[config.mk]
export PLATFORM = sky130hd
export DESIGN_NAME = phase_sequencer_flat
export DESIGN_NICKNAME = d
export VERILOG_FILES = /design/src/rtl/phase_sequencer_if.sv /design/src/rtl/phase_sequencer.sv /design/src/flat_wrapper.sv
export SDC_FILE = /design/constraint.sdc
export NUM_CORES = 1
export LEC_CHECK = 0
export BUFFER_PORTS_ARGS = -buffer_cell sky130_fd_sc_hd__buf_2
export CORE_UTILIZATION = 55
export DETAILED_ROUTE_END_ITERATION = 12
export PLACE_DENSITY = 0.91
export SETUP_SLACK_MARGIN = 0.2
export SYNTH_ARGS = -nofsm -noshare
export SYNTH_HDL_FRONTEND = slang
export SYNTH_SLANG_ARGS = --single-unit
[constraint.sdc]
create_clock -name clk -period 4.9 [get_ports clk]
set_input_delay 0.735 -clock clk [delete_from_list [all_inputs] [get_ports clk]]
set_output_delay 0.735 -clock clk [all_outputs]
set_load 0.02 [all_outputs]
[src/rtl/phase_sequencer_if.sv]
// Button, halt and phase-strobe bundle for phase_sequencer.
// The slave side is the sequencer and the master side is the board/controller.
interface phase_sequencer_if #(
  parameter int CNT_W = 16
);
  logic             exec;
  logic             step;
  logic             halt;
  logic             phase1;
  logic             phase2;
  logic             phase3;
  logic             phase4;
  logic             phase5;
  logic             phase6;
  logic             running;
  logic             halted;
  logic [CNT_W-1:0] instr_cnt;

  modport master (
    output exec,
    output step,
    output halt,
    input  phase1,
    input  phase2,
    input  phase3,
    input  phase4,
    input  phase5,
    input  phase6,
    input  running,
    input  halted,
    input  instr_cnt
  );

  modport slave (
    input  exec,
    input  step,
    input  halt,
    output phase1,
    output phase2,
    output phase3,
    output phase4,
    output phase5,
    output phase6,
    output running,
    output halted,
    output instr_cnt
  );
endinterface

[src/rtl/phase_sequencer.sv]
// Six-phase instruction-cycle generator with run/step/halt control.
// Define PHASE_DEBOUNCE_EN to add a DB_CYCLES counter filter per button.
module phase_sequencer #(
  parameter int DB_CYCLES = 16,
  parameter int CNT_W     = 16
) (
  input  logic              clk,
  input  logic              reset,
  phase_sequencer_if.slave  bus
);

  typedef enum logic [1:0] {
    IDLE,
    RUN,
    STEP,
    HALTED
  } state_t;

  // bit 0 = exec, bit 1 = step
  logic [1:0] raw;
  logic [1:0] sync1;
  logic [1:0] sync2;
  logic [1:0] lvl;
  logic [1:0] lvl_d;
  logic [1:0] pulse;
  logic       exec_p;
  logic       step_p;

  assign raw = {bus.step, bus.exec};

  always_ff @(posedge clk or negedge reset) begin
    if (!reset) begin
      sync1 <= '0;
      sync2 <= '0;
    end else begin
      sync1 <= raw;
      sync2 <= sync1;
    end
  end

`ifdef PHASE_DEBOUNCE_EN
  localparam int DW = $clog2(DB_CYCLES + 1);

  logic [DW-1:0] db_cnt [2];

  // Level flips only after DB_CYCLES disagreeing samples in a row.
  always_ff @(posedge clk or negedge reset) begin
    if (!reset) begin
      lvl       <= '0;
      db_cnt[0] <= '0;
      db_cnt[1] <= '0;
    end else begin
      for (int i = 0; i < 2; i++) begin
        if (sync2[i] == lvl[i]) begin
          db_cnt[i] <= '0;
        end else if (db_cnt[i] == DW'(DB_CYCLES - 1)) begin
          lvl[i]    <= sync2[i];
          db_cnt[i] <= '0;
        end else begin
          db_cnt[i] <= db_cnt[i] + 1'b1;
        end
      end
    end
  end
`else
  logic unused_db;

  assign unused_db = ^DB_CYCLES;
  assign lvl       = sync2;
`endif

  always_ff @(posedge clk or negedge reset) begin
    if (!reset) begin
      lvl_d <= '0;
    end else begin
      lvl_d <= lvl;
    end
  end

  assign pulse  = lvl & ~lvl_d;
  assign exec_p = pulse[0];
  assign step_p = pulse[1];

  state_t           state;
  logic [5:0]       phase;
  logic             stop_req;
  logic             running;
  logic             halted;
  logic [CNT_W-1:0] instr_cnt;

  always_ff @(posedge clk or negedge reset) begin
    if (!reset) begin
      state     <= IDLE;
      phase     <= '0;
      stop_req  <= 1'b0;
      running   <= 1'b0;
      halted    <= 1'b0;
      instr_cnt <= '0;
    end else begin
      unique case (state)
        IDLE: begin
          if (exec_p) begin
            state   <= RUN;
            phase   <= 6'b000001;
            running <= 1'b1;
          end else if (step_p) begin
            state   <= STEP;
            phase   <= 6'b000001;
            running <= 1'b1;
          end
        end
        RUN, STEP: begin
          if (state == RUN && exec_p) begin
            stop_req <= 1'b1;
          end
          if (phase[5]) begin
            instr_cnt <= instr_cnt + 1'b1;
            stop_req  <= 1'b0;
            // halt outranks a pending stop
            if (bus.halt) begin
              state   <= HALTED;
              phase   <= '0;
              running <= 1'b0;
              halted  <= 1'b1;
            end else if (stop_req || exec_p || state == STEP) begin
              state   <= IDLE;
              phase   <= '0;
              running <= 1'b0;
            end else begin
              phase <= 6'b000001;
            end
          end else begin
            phase <= phase << 1;
          end
        end
        HALTED: begin
          if (exec_p) begin
            state  <= IDLE;
            halted <= 1'b0;
          end
        end
      endcase
    end
  end

  assign bus.phase1    = phase[0];
  assign bus.phase2    = phase[1];
  assign bus.phase3    = phase[2];
  assign bus.phase4    = phase[3];
  assign bus.phase5    = phase[4];
  assign bus.phase6    = phase[5];
  assign bus.running   = running;
  assign bus.halted    = halted;
  assign bus.instr_cnt = instr_cnt;

endmodule

[src/flat_wrapper.sv]
// flat-port wrapper written by rule: the top's interface ports become plain ports
module phase_sequencer_flat 
#(
  parameter int DB_CYCLES = 16,
  parameter int CNT_W     = 16
)
  (clk, reset, bus_exec, bus_step, bus_halt, bus_phase1, bus_phase2, bus_phase3, bus_phase4, bus_phase5, bus_phase6, bus_running, bus_halted, bus_instr_cnt);
  phase_sequencer_if #(.CNT_W(CNT_W)) bus_i ();
  input  logic clk;
  input  logic reset;
  input wire logic [$bits(bus_i.exec)-1:0] bus_exec;
  input wire logic [$bits(bus_i.step)-1:0] bus_step;
  input wire logic [$bits(bus_i.halt)-1:0] bus_halt;
  output wire logic [$bits(bus_i.phase1)-1:0] bus_phase1;
  output wire logic [$bits(bus_i.phase2)-1:0] bus_phase2;
  output wire logic [$bits(bus_i.phase3)-1:0] bus_phase3;
  output wire logic [$bits(bus_i.phase4)-1:0] bus_phase4;
  output wire logic [$bits(bus_i.phase5)-1:0] bus_phase5;
  output wire logic [$bits(bus_i.phase6)-1:0] bus_phase6;
  output wire logic [$bits(bus_i.running)-1:0] bus_running;
  output wire logic [$bits(bus_i.halted)-1:0] bus_halted;
  output wire logic [$bits(bus_i.instr_cnt)-1:0] bus_instr_cnt;
  assign bus_i.exec = bus_exec;
  assign bus_i.step = bus_step;
  assign bus_i.halt = bus_halt;
  assign bus_phase1 = bus_i.phase1;
  assign bus_phase2 = bus_i.phase2;
  assign bus_phase3 = bus_i.phase3;
  assign bus_phase4 = bus_i.phase4;
  assign bus_phase5 = bus_i.phase5;
  assign bus_phase6 = bus_i.phase6;
  assign bus_running = bus_i.running;
  assign bus_halted = bus_i.halted;
  assign bus_instr_cnt = bus_i.instr_cnt;
  phase_sequencer #(.DB_CYCLES(DB_CYCLES), .CNT_W(CNT_W)) u_core (.clk(clk), .reset(reset), .bus(bus_i));
endmodule
==> flow_metrics.py <==
metrics = {
    "outcome": {
        "outcome": "finished clean",
    },
    "timing": {
        "tightest_slew_ps": 694,
        "finalHoldViolations": 0,
        "grt_setup_unrepaired": "no",
        "setup_tns_ps": 0,
        "fin_ws_ps": 2860,
        "slew_violations": 0,
        "skew_ps": 4.14,
        "relSlewSlack": 0.537,
        "setup_viol": 0,
        "fmax_mhz": 490,
        "fin_crit_sh": 0.416,
        "fin_crit_ps": 2040,
    },
    "global_routing": {
        "grt_first_pass_wirelength_um": 4030,
        "grt_use_total": 0.207,
        "antenna_found_initial": 0,
        "grt_start_max_net_pins": 34,
        "grt_pass1_vias": 923,
        "grt_overflow_total": 0,
    },
    "pwr": {
        "leakage_uw": 0.000867,
        "power.density_nw_per_um2": 453,
        "ir_worst_vdd_v": 0.000295,
    },
    "logic_synthesis": {
        "syn-cell-area_um2": 1460,
        "synth.avg_cell_area_um2": 12.1,
        "synth_cells": 121,
        "synth_nets": 132,
        "yosysSeqAreaShare": 0.566,
        "ys_types": 32,
        "ys_seq_elements": 33,
        "ys_warn_count": 0,
    },
    "finish": {
        "area_delta_synth_final_pct": 14.4,
        "nets": 165,
        "nFillCells": 194,
        "register_area_um2": 826,
        "antennaDiodeCount": 0,
        "layout-drive-gt1-share": 0.281,
        "multi_input_area_um2": 586,
    },
    "worst_setup_path": {
        "regToRegStartpoint": "u_core.state[0]",
        "cp_slowest_cell": "ha_1",
        "r2r_end": "u_core.state[0]",
        "endpoint_kind": "flip-flop",
        "cp_cell_sequence": "inv_1 -> ha_1 -> nor2b_1 -> a21oi_2 -> o211ai_2 -> mux2_1",
        "cp-start-kind": "flip-flop",
        "cp.required_ps": 5110,
        "critPathMaxFanout": 8,
        "r2r_setup_slack_ps": 2860,
        "rr_worst_depth": 6,
        "crit_type": "reg2reg",
        "max_stage_delay_ps": 450,
        "arrival_ps": 2250,
    },
    "cts": {
        "cts_tree": "done",
        "clock_latency_ps": 330,
        "cts_sinks": 33,
        "post_cts_resized": 0,
        "cts_buffers": 5,
        "cts_setup_buffers": 0,
        "clkTransAtPathRegs_ps": 90,
        "cts_root_buf": "clkbuf_4",
        "htreeDepth": 2,
        "hold_buffers": 0,
        "clock_path_buffers": 2,
    },
    "worst_hold_path": {
        "hold_depth": 0,
        "min_from": "u_core.sync1[0]",
        "min_path_type": "reg2reg",
        "whs_endpoint": "u_core.lvl[0]",
    },
    "place": {
        "gp_congestion": 0.849,
        "numPortBuffers": 28,
        "dp_hpwl_um": 1850,
        "post-place-ws_ps": 2810,
    },
    "die": {
        "start_util": 0.584,
        "fp.dieW_um": 53.5,
        "dieArea_um2": 2860,
        "die_y_um": 53.5,
        "io_pins": 29,
        "core_area_um2": 2500,
        "rows": 18,
    },
    "drt": {
        "dr.pass1.iters": 4,
        "drtIter0Drc": 17,
        "wirelength_um": 2440,
        "vias": 974,
        "ant_nets": 0,
        "viasPerCell": 5.32,
        "post_drt_wl_per_cell_um": 13.3,
        "drc": 0,
    },
    "job": {
        "maxCapViolCount": 0,
    },
}
## stage by stage
stage	hold WS, ps	total power (uW)	utilization	std cells	instance area (um2)
6_report	356	756	0.668	183	1670
2_1_floorplan	331	555	-	121	1460
4_1_cts	359	765	0.668	183	1670
5_1_grt	362	814	0.668	183	1670
3_5_place_dp	338	631	0.651	177	1630
3_3_place_gp	333	609	0.651	177	1630
## routing by layer
metal | GRT usage | share of wire
met4 | 0.123 | 0.018
met5 | 0 | 0
met1 | 0.250 | 0.45
met2 | 0.304 | 0.46
met3 | 0.0891 | 0.064
## Yosys cell counts, drive strengths merged
cell,number,area share
mux2i,1,0.0069
nand4,1,0.0043
buf,2,0.0069
nor2b,2,0.014
nor3,1,0.0069
dfrtp,33,0.57
and4,3,0.018
a22o,1,0.0060
and3,1,0.0043
inv,10,0.026
a21oi,2,0.0094
nand3,15,0.051
mux2,3,0.023
o211ai,2,0.014
o21ai,7,0.024
xnor2,10,0.060
nor4,1,0.015
or4,1,0.0077
nand2b,2,0.0086
nand2,6,0.017
a31oi,2,0.013
o21a,1,0.0051
o211a,1,0.0069
nor2,2,0.0051
xor2,5,0.030
ha,6,0.051
## power breakdown
part	internal [uW]	switching [uW]	total [uW]
clock	49.6	82.2	132
combinational	103	170	273
sequential	314	36.7	351
total	467	289	756
## cells by family after synthesis
logic type	share of synthesized area
and+or+nand+nor	0.152
DFF	0.566
AOI/OAI and AO/OA	0.0780
xor gates and xnor gates	0.0900
buffers and inverters	0.0326
adders and majority gates	0.0515
muxes	0.0300
## cell usage in the layout, fill, tap and decap left out, types with 2 or more instances in the layout
| cell | instances |
|---|---|
| dfrtp_1 | 33 |
| buf_2 | 28 |
| nand3_1 | 15 |
| inv_1 | 10 |
| xnor2_1 | 10 |
| o21ai_0 | 7 |
| ha_1 | 6 |
| xor2_1 | 5 |
| nand2_1 | 5 |
| clkbuf_4 | 5 |
| and4_1 | 3 |
| nor2_1 | 2 |
| nand2b_1 | 2 |
| mux2_1 | 2 |
## registers in the layout, summed over array words and instances (netlist names)
name,flops
u_core.lvl_d,2
u_core.bus.running,1
u_core.bus.instr_cnt,16
u_core.state,2
u_core.bus.halted,1
u_core.stop_req,1
u_core.phase,6
u_core.sync1,2
u_core.lvl,2
## area by class of cell
type / instances / share of cell area
clock buffers: 5 / 0.0225
clock inverters: 1 / 0.00300
inverters: 10 / 0.0225
multi-input cells: 76 / 0.351
flip-flops and latches: 33 / 0.495
well taps: 30 / 0.0225
repair buffers: 28 / 0.0840
## worst max-delay path by stage
stage                               start         endpoint  slack, ps  cells after the start
final                     u_core.state[0]  u_core.state[0]       2860                      6
after global routing      u_core.state[0]  u_core.state[0]       2720                      6
after CTS                 u_core.state[0]  u_core.state[0]       2850                      6
after detailed placement         bus_halt  u_core.state[0]       2810                      4
after global placement           bus_halt  u_core.state[0]       2890                      4
after floorplan                  bus_halt  u_core.state[0]       3030                      3
## worst max-delay path, delay by kind of cell, from the launching register on
kind / cells / cell delay, ps
AOI/OAI and AO/OA: 2 / 190
and+or+nand+nor: 1 / 400
DFF: 1 / 420
muxes: 1 / 360
adders and majority gates: 1 / 450
buffers and inverters: 1 / 110
Power figures use the tool's default switching activity.
